===== src/rtl/regfile_wb_arbiter.sv =====
// rtl/regfile_wb_arbiter.sv - shared register-file write port arbiter with RAW scoreboard
// Define WB_ROUND_ROBIN_EN for round-robin grants; default build uses fixed lowest-index priority.
module regfile_wb_arbiter #(
  parameter int DATA_WIDTH    = 32,
  parameter int ADDRESS_WIDTH = 5,
  parameter int NUM_REQ       = 2
) (
  input  logic                             clk,
  input  logic                             reset,
  input  logic [NUM_REQ-1:0]               req_valid,
  input  logic [NUM_REQ*ADDRESS_WIDTH-1:0] req_addr,
  input  logic [NUM_REQ*DATA_WIDTH-1:0]    req_data,
  output logic [NUM_REQ-1:0]               req_ready,
  output logic                             wb_we,
  output logic [ADDRESS_WIDTH-1:0]         wb_addr,
  output logic [DATA_WIDTH-1:0]            wb_data,
  input  logic                             issue_valid,
  input  logic [ADDRESS_WIDTH-1:0]         issue_addr,
  input  logic [ADDRESS_WIDTH-1:0]         rs1_addr,
  input  logic [ADDRESS_WIDTH-1:0]         rs2_addr,
  output logic                             hazard,
  output logic [2**ADDRESS_WIDTH-1:0]      pending
);

  localparam int NREG = 2**ADDRESS_WIDTH;

  logic [NUM_REQ-1:0]       grant;
  logic                     accept;
  logic [ADDRESS_WIDTH-1:0] sel_addr;
  logic [DATA_WIDTH-1:0]    sel_data;

  logic                     wb_we_q;
  logic [ADDRESS_WIDTH-1:0] wb_addr_q;
  logic [DATA_WIDTH-1:0]    wb_data_q;
  logic [NREG-1:0]          pending_q, pending_d;

`ifdef WB_ROUND_ROBIN_EN
  localparam int IDXW = (NUM_REQ > 1) ? $clog2(NUM_REQ) : 1;

  logic [IDXW-1:0] ptr_q, ptr_d;
  logic [IDXW-1:0] cand;
  logic            found;

  // Search begins just after the last winner, wrapping modulo NUM_REQ.
  always_comb begin
    grant = '0;
    ptr_d = ptr_q;
    found = 1'b0;
    cand  = '0;
    for (int k = 1; k <= NUM_REQ; k++) begin
      cand = IDXW'((int'(ptr_q) + k) % NUM_REQ);
      if (!found && req_valid[cand]) begin
        grant[cand] = 1'b1;
        ptr_d       = cand;
        found       = 1'b1;
      end
    end
  end

  always_ff @(posedge clk or posedge reset) begin
    if (reset) begin
      ptr_q <= IDXW'(NUM_REQ - 1);
    end else begin
      ptr_q <= ptr_d;
    end
  end
`else
  always_comb begin
    grant = '0;
    for (int i = NUM_REQ - 1; i >= 0; i--) begin
      if (req_valid[i]) begin
        grant    = '0;
        grant[i] = 1'b1;
      end
    end
  end
`endif

  assign accept    = |req_valid;
  assign req_ready = grant;

  always_comb begin
    sel_addr = '0;
    sel_data = '0;
    for (int i = 0; i < NUM_REQ; i++) begin
      sel_addr = sel_addr | ({ADDRESS_WIDTH{grant[i]}} & req_addr[i*ADDRESS_WIDTH +: ADDRESS_WIDTH]);
      sel_data = sel_data | ({DATA_WIDTH{grant[i]}} & req_data[i*DATA_WIDTH +: DATA_WIDTH]);
    end
  end

  // x0 writes are consumed but never reach the register file.
  always_ff @(posedge clk or posedge reset) begin
    if (reset) begin
      wb_we_q   <= 1'b0;
      wb_addr_q <= '0;
      wb_data_q <= '0;
    end else begin
      wb_we_q <= accept && (sel_addr != '0);
      if (accept) begin
        wb_addr_q <= sel_addr;
        wb_data_q <= sel_data;
      end
    end
  end

  // Clear applied before set so an issue colliding with a write keeps the bit.
  always_comb begin
    pending_d = pending_q;
    if (wb_we_q) begin
      pending_d[wb_addr_q] = 1'b0;
    end
    if (issue_valid && (issue_addr != '0)) begin
      pending_d[issue_addr] = 1'b1;
    end
    pending_d[0] = 1'b0;
  end

  always_ff @(posedge clk or posedge reset) begin
    if (reset) begin
      pending_q <= '0;
    end else begin
      pending_q <= pending_d;
    end
  end

  assign wb_we   = wb_we_q;
  assign wb_addr = wb_addr_q;
  assign wb_data = wb_data_q;
  assign pending = pending_q;
  assign hazard  = pending_q[rs1_addr] | pending_q[rs2_addr];

endmodule


===== config.mk =====
export PLATFORM = sky130hd
export DESIGN_NAME = regfile_wb_arbiter
export DESIGN_NICKNAME = d
export VERILOG_FILES = /design/src/rtl/regfile_wb_arbiter.sv
export SDC_FILE = /design/constraint.sdc
export NUM_CORES = 1
export LEC_CHECK = 0
export CELL_PAD_IN_SITES_DETAIL_PLACEMENT = 0
export CELL_PAD_IN_SITES_GLOBAL_PLACEMENT = 1
export CORE_MARGIN = 4
export CORE_UTILIZATION = 31
export DETAILED_ROUTE_END_ITERATION = 16
export GPL_ROUTABILITY_DRIVEN = 0
export PLACE_DENSITY_LB_ADDON = 0.15
export REMOVE_ABC_BUFFERS = 1
export SYNTH_ARGS = -nofsm -noshare
export SYNTH_HDL_FRONTEND = slang
export SYNTH_SLANG_ARGS = --single-unit
export TNS_END_PERCENT = 100

===== constraint.sdc =====
create_clock -name clk -period 2.3 [get_ports clk]
set_input_delay 0.345 -clock clk [delete_from_list [all_inputs] [get_ports clk]]
set_output_delay 0.345 -clock clk [all_outputs]
set_load 0.05 [all_outputs]

==> results.rst, run 1 <==
.. list-table::
   :header-rows: 1

   * - Metric
     - Value
   * - Worst R2R Path Depth
     - 4
   * - Worst setup EP type
     - output port
   * - First-pass GRT wire length
     - 19900 µm
   * - Total core area
     - 0.0115 mm²
   * - Top FF cell, synth
     - dfrtp_1
   * - Chip Height
     - 116 µm
   * - Average wire length per cell after detail routing
     - 18.2 µm
   * - Final count of pins violating max slew
     - 0
   * - Die Width
     - 116 µm
   * - GRT Overall Usage
     - 19.3%
   * - Type of the tightest min-delay check
     - input pin to asynchronous set/reset pin
   * - Layout Skew
     - 4.76 ps
   * - Worst path slowest cell
     - mux4_1
   * - TritonCTS buffer count
     - 9
   * - Arrival time of data at the critical path endpoint
     - 1940 ps
   * - Relative slew slack
     - 62.4%
   * - Routed Antenna Nets
     - 0
   * - Maximum cell stage delay along the critical path
     - 510 ps
   * - EDFF count, synth
     - 0
   * - Num rows
     - 39
   * - DRC violations left
     - 0
   * - Distinct cells, synth
     - 30
   * - Drt total wl
     - 12700 µm
   * - Startpoint type of the worst setup path
     - register
   * - Most numerous cell in the Yosys netlist
     - o21ai_0
   * - Shortest clock period the worst path allows after layout
     - 2290 ps
   * - Synth Cell Area
     - 0.00364 mm²
   * - Clock latency on the worst-skew pair
     - 330 ps
   * - Required time of the critical path
     - 1960 ps
   * - Cell types occupying the most area after synthesis
     - dfrtp_1 47%, o21ai_0 14%, mux2i_1 12%
   * - Worst slew pin tran
     - 562 ps
   * - R2r startpoint
     - wb_addr[2]$_DFFE_PP0P_
   * - Achievable Freq
     - 0.437 GHz
   * - Setup repair after global routing missed its margin
     - yes
   * - Number of placed I/O pins
     - 167
   * - Sequential fraction of the synthesis area
     - 47.4%
   * - Async set-or-reset flop fraction in the synthesized netlist
     - 100%
   * - Number of H-tree levels
     - 3
   * - Commonest cells in the synthesized netlist
     - 101 x o21ai_0, 69 x dfrtp_1, 48 x nand2_1, 42 x mux2i_1, 12 x clkbuf_1
   * - Avg Vias per Cell
     - 5.12
   * - Worst vdd rail ir drop
     - 0.000627 V
   * - Util after Layout
     - 51.9%
   * - CTS root buffer
     - clkbuf_16
   * - Result of the run
     - finished, final reports clean
   * - Total Nets Final
     - 640
   * - Cell accounting for the most synthesized area
     - dfrtp_1
   * - Max Fanout on Critical Path
     - 4
   * - Post-layout instance area
     - 0.00595 mm²
   * - First-pass detailed-route iteration total
     - 4
   * - Area growth from synthesis to layout
     - 63.4%
   * - Number of antenna violations at the first check in global routing
     - 1
   * - Reg-to-reg endpoint
     - pending[16]$_DFF_PP0_
   * - CTS tree
     - built
   * - Die area
     - 0.0136 mm²
   * - Setup slack on the worst flop-to-flop path
     - 810 ps
   * - Placed standard-cell area
     - 0.00549 mm²
   * - Synthesis-stage register bit count
     - 69
   * - Clock slew seen by the registers of the worst setup and hold paths
     - 60 ps
   * - Global route overflow
     - 0
   * - Worst Path Class, Setup
     - register to output port
   * - Final-layout fill cell count
     - 1058
   * - Count of inserted antenna diode cells
     - 0
   * - Reported leakage power
     - 2.46 nW
   * - Maximum count of clock buffers along a single path
     - 2
   * - Count of max-cap constraint violations
     - 0
   * - Proportion of layout cells with a drive suffix above 1
     - 14.3%
   * - Worst-path cell chain
     - mux4_1 -> mux2i_1 -> nor3b_1 -> a31oi_1 -> o211ai_1 -> buf_4
   * - Post-route fraction of the period consumed by the critical path
     - 99.4%
   * - Initial DRC count
     - 124
   * - Gate count after technology mapping
     - 357
   * - Starting Density
     - 31.8%
   * - YS warnings
     - 0
   * - Largest net degree at the start of global routing
     - 45
   * - Avg Inst Size Synth
     - 10.2 µm²
   * - Area share of the largest cell type after synthesis
     - 47.4%
   * - Number of global-route vias before repair
     - 3716
   * - Total setup violations reported at the end of the flow
     - 0
   * - Vias
     - 3555
   * - Clock sink count
     - 69
   * - Power per cell area
     - 959 mW/mm²
   * - IO Port Bufs
     - 165
   * - Number of buffers added to fix hold violations after cts
     - 0
   * - Final HPWL DP
     - 9710 µm
   * - Worst-case hold slack
     - 428 ps
   * - Number of buffers and inverters on the critical path
     - 1
   * - Largest delay share family, worst path
     - multiplexers
   * - Count of final hold-check violations
     - 0
==> final cells by class <==
class	instances	area [µm²]	area share [%]
repair buffers	204	1950	32.7
well taps	143	179	3.01
flip-flops and latches	69	1730	29.0
inverters	3	11.3	0.189
clock inverters	5	58.8	0.988
clock buffers	11	253	4.25
multi-input cells	259	1780	29.8
==> worst min-delay path, stage by stage <==
cell and delay, ps:
clkdlybuf4s50_1 420, inv_2 60, buf_4 360
==> metal layers <==
metal | vias up | share of wire (%) | GRT usage (%)
li1 | 1674 | - | -
met5 | - | 0.12 | 0
met2 | 160 | 47 | 30.2
met4 | 2 | 1.4 | 8.43
met3 | 14 | 11 | 7.67
met1 | 1705 | 41 | 23.7
==> how the worst max path moves through the flow <==
stage                                from      to  slack [ps]  cells past startpoint
finish               pending[9]$_DFF_PP0_  hazard          10                      6
global route        pending[14]$_DFF_PP0_  hazard         -60                      6
CTS                 pending[11]$_DFF_PP0_  hazard           2                      6
detailed placement            rs2_addr[0]  hazard        -250                      8
global placement              rs2_addr[0]  hazard        -220                      8
floorplan           pending[25]$_DFF_PP0_  hazard         -50                      5
==> sequential cells by signal, summed over array words and instances, names as in the netlist <==
signal,cells
pending,31
wb_addr,5
wb_data,32
wb_we,1
==> cells in the final DEF (no fill, tap or decap), types with 2 or more instances in the layout <==
cell and n:
a21oi_1 3, a21oi_2 2, buf_2 2, buf_4 37, buf_6 4, clkbuf_16 9
clkbuf_8 2, clkdlybuf4s50_1 154, clkinvlp_4 2, dfrtp_1 68, dlygate4sd2_1 6, inv_1 2
mux2_2 2, mux2i_1 42, mux4_1 3, mux4_2 10, nand2_1 48, nand2b_1 5
nand3_1 8, nand3b_1 7, nor2_1 6, nor2b_1 4, o211ai_1 5, o21ai_0 101
or3b_2 2, or4_1 2
==> metrics by stage <==
step	setup slack (ps)	std cells	power (mW)	setup TNS, ps
6_report	14.3	694	5.71	0
3_3_place_gp	-222	659	4.11	-222
5_1_grt	-57.1	694	5.98	-57.1
3_5_place_dp	-249	659	4.13	-249
2_1_floorplan	-45.4	331	3.08	-45.4
4_1_cts	1.99	693	5.75	0
==> cell families (layout without fill, tap and decap cells) <==
family | Yosys count | count (layout) | share of synthesized area, %
AOI/OAI and AO/OA | 114 | 114 | 16.2
buffers and inverters | 29 | 223 | 3.85
DFF | 69 | 69 | 47.4
muxes | 58 | 58 | 21.1
other | 1 | 1 | 0.103
and+or+nand+nor | 86 | 86 | 11.3
==> repair_timing <==
item                       4_1_cts  5_1_grt
pin swaps                        5        1
setup endpoints to repair        1        1
gates resized for setup         14        3
setup buffers                   18        1
==> report_power, final <==
| group | leakage [nW] | internal, mW | total (mW) | switching (mW) |
|---|---|---|---|---|
| Combinational | 1.52 | 1.06 | 2.56 | 1.50 |
| Sequential | 0.799 | 1.47 | 1.73 | 0.263 |
| Clock | 0.148 | 0.897 | 1.41 | 0.517 |
Note: power is estimated with default switching activity, not from simulation.
==> run 2, diff against run 1 <==
- REMOVE_ABC_BUFFERS: 1 -> not set
==> run 2 against run 1 <==
Against the previous run: the run now ends with setup timing left; non-clock buffer count rose by 2; critical path depth fell by 1; clock-buffer cell count fell by 1; core utilization rose by 0.41 points; routed wire length rose by 0.59%; maximum frequency fell by 1.2%; critical path type unchanged; first-iteration DRC count rose by 38%.
==> results.rst, run 2 (synthesized netlist as in run 1, its figures left out) <==
.. list-table::
   :header-rows: 1

   * - Metric
     - Value
   * - Worst slew pin tran
     - 579 ps (was 562 ps)
   * - Max Fanout on Critical Path
     - 2 (was 4)
   * - Die Width
     - 116 µm (unchanged)
   * - Failing checks
     - setup timing
   * - Worst R2R Path Depth
     - 3 (was 4)
   * - Routed Antenna Nets
     - 0 (unchanged)
   * - Number of buffers added to fix hold violations after cts
     - 0 (unchanged)
   * - Count of inserted antenna diode cells
     - 0 (unchanged)
   * - Number of global-route vias before repair
     - 3753 (was 3716)
   * - Count of final hold-check violations
     - 0 (unchanged)
   * - Overall Power
     - 5.84 mW (was 5.71 mW)
   * - Count of max-cap constraint violations
     - 0 (unchanged)
   * - First-pass GRT wire length
     - 19800 µm (was 19900 µm)
   * - Avg Vias per Cell
     - 5.04 (was 5.12)
   * - Reported leakage power
     - 2.48 nW (was 2.46 nW)
   * - GRT Overall Usage
     - 19.1% (was 19.3%)
   * - Smallest setup slack after layout
     - -14.4 ps (was 14.3 ps)
   * - Largest delay share family, worst path
     - multiplexers (unchanged)
   * - Worst setup EP type
     - output port (unchanged)
   * - Shortest clock period the worst path allows after layout
     - 2310 ps (was 2290 ps)
   * - Num rows
     - 39 (unchanged)
   * - Setup repair after global routing missed its margin
     - yes (unchanged)
   * - Power per cell area
     - 974 mW/mm² (was 959 mW/mm²)
   * - First-pass detailed-route iteration total
     - 4 (unchanged)
   * - Final-layout fill cell count
     - 1049 (was 1058)
   * - Final count of pins violating max slew
     - 0 (unchanged)
   * - Total Nets Final
     - 642 (was 640)
   * - Leading cell types in the layout, fill and taps excluded
     - 154 x clkdlybuf4s50_1, 101 x o21ai_0, 59 x dfrtp_1 (was 154 x clkdlybuf4s50_1, 101 x o21ai_0, 68 x dfrtp_1)
   * - Required time of the critical path
     - 1960 ps (about the same)
   * - Final HPWL DP
     - 9530 µm (was 9710 µm)
   * - Relative slew slack
     - 61.3% (was 62.4%)
   * - Chip Height
     - 116 µm (unchanged)
   * - Clock sink count
     - 69 (unchanged)
   * - Starting Density
     - 31.8% (unchanged)
   * - Clock slew seen by the registers of the worst setup and hold paths
     - 60 ps (about the same)
   * - Post-route fraction of the period consumed by the critical path
     - 101% (was 99.4%)
   * - Worst-case hold slack
     - 374 ps (was 428 ps)
   * - Worst path slowest cell
     - mux4_2 (was mux4_1)
   * - R2r startpoint
     - wb_addr[2]$_DFFE_PP0P_ (unchanged)
   * - TritonCTS buffer count
     - 9 (unchanged)
   * - Layout Skew
     - 4.41 ps (was 4.76 ps)
   * - Type of the tightest min-delay check
     - input pin to asynchronous set/reset pin (unchanged)
   * - DRC violations left
     - 0 (unchanged)
   * - Result of the run
     - finished with violations (was finished, final reports clean)
   * - Util after Layout
     - 52.3% (was 51.9%)
   * - Vias
     - 3510 (was 3555)
   * - Drt total wl
     - 12700 µm (about the same)
   * - Maximum count of clock buffers along a single path
     - 2 (unchanged)
   * - Area growth from synthesis to layout
     - 64.7% (was 63.4%)
   * - Number of placed I/O pins
     - 167 (unchanged)
   * - Clock latency on the worst-skew pair
     - 330 ps (about the same)
   * - Number of H-tree levels
     - 3 (unchanged)
   * - Die area
     - 0.0136 mm² (unchanged)
   * - Mapped Nets
     - 451
   * - CTS tree
     - built (unchanged)
   * - Startpoint type of the worst setup path
     - register (unchanged)
   * - IO Port Bufs
     - 165 (unchanged)
   * - CTS root buffer
     - clkbuf_16 (unchanged)
   * - Reg-to-reg endpoint
     - pending[18]$_DFF_PP0_ (was pending[16]$_DFF_PP0_)
   * - Worst-path cell chain
     - mux4_2 -> mux2_4 -> a31oi_1 -> o211ai_1 -> buf_4 (was mux4_1 -> mux2i_1 -> nor3b_1 -> a31oi_1 -> o211ai_1 -> buf_4)
   * - Worst vdd rail ir drop
     - 0.000566 V (was 0.000627 V)
   * - Placement-stage worst setup slack
     - -342 ps (was -249 ps)
   * - Global route overflow
     - 0 (unchanged)
   * - Arrival time of data at the critical path endpoint
     - 1970 ps (was 1940 ps)
   * - Most frequent standard cell in the layout excluding fill and tap cells
     - clkdlybuf4s50_1 (unchanged)
   * - Average wire length per cell after detail routing
     - 18.3 µm (was 18.2 µm)
   * - Number of buffers and inverters on the critical path
     - 1 (unchanged)
   * - Number of antenna violations at the first check in global routing
     - 1 (unchanged)
   * - Worst Path Class, Setup
     - register to output port (unchanged)
   * - Largest net degree at the start of global routing
     - 44 (was 45)
   * - Maximum cell stage delay along the critical path
     - 470 ps (was 510 ps)
   * - Number of flip-flops under the largest register name
     - 32 (unchanged)
   * - Proportion of layout cells with a drive suffix above 1
     - 16.8% (was 14.3%)
   * - Setup slack on the worst flop-to-flop path
     - 840 ps (was 810 ps)
   * - Total setup violations reported at the end of the flow
     - 1 (was 0)
   * - Initial DRC count
     - 171 (was 124)
   * - Total core area
     - 0.0115 mm² (unchanged)
   * - Achievable Freq
     - 0.432 GHz (was 0.437 GHz)
-- run 2: worst max path at each step --
stage                               start  cells after the start     end  slack, ps
floorplan            pending[5]$_DFF_PP0_                      5  hazard          2
global placement              rs2_addr[0]                      6  hazard       -330
detailed placement            rs2_addr[0]                      6  hazard       -340
CTS                 pending[27]$_DFF_PP0_                      5  hazard        -20
global route        pending[18]$_DFF_PP0_                      7  hazard        -90
finish              pending[27]$_DFF_PP0_                      5  hazard        -10
-- run 2: area by class of cell --
| class | count | area (µm²) | share of cell area (%) |
|---|---|---|---|
| sequential | 69 | 1740 | 29.0 |
| tap | 143 | 179 | 2.98 |
| timing repair buffer | 206 | 1970 | 32.9 |
| clock inverter | 6 | 86.3 | 1.44 |
| multi-input combinational | 259 | 1770 | 29.5 |
| clock buffer | 10 | 239 | 3.98 |
| inverter | 3 | 11.3 | 0.188 |
-- run 2: timing repair --
action,4_1_cts,5_1_grt
setup buffers,11,8
gates resized for setup,14,9
setup endpoints to repair,1,1
pin swaps,2,4
cloned,0,0
-- run 2: worst min-delay path, stage by stage --
cell	delay (ps)
clkdlybuf4s50_1	410
inv_2	80
buf_12	230
-- run 2: where the power goes --
| part | switching, mW | internal [mW] |
|---|---|---|
| Sequential | 0.284 | 1.48 |
| Clock | 0.531 | 0.976 |
| Combinational | 1.49 | 1.08 |
-- run 2: routing by layer --
layer / routed length [µm] / part of all wire (%) / global-route usage [%] / vias to the layer above
met3: 1230 / 9.7 / 7.77 / 17
li1: - / - / - / 1678
met4: 179 / 1.4 / 5.65 / 2
met5: 13 / 0.10 / 0 / -
met2: 5940 / 47 / 31.0 / 154
met1: 5380 / 42 / 23.3 / 1659
-- run 2: metrics by stage --
step           cells  TNS (ps)  instance area, µm²
2_1_floorplan    357         0                3650
3_5_place_dp     661      -342                5530
5_1_grt          696     -87.3                6000
4_1_cts          688     -17.2                5940
3_3_place_gp     661      -328                5530
6_report         696     -14.4                6000
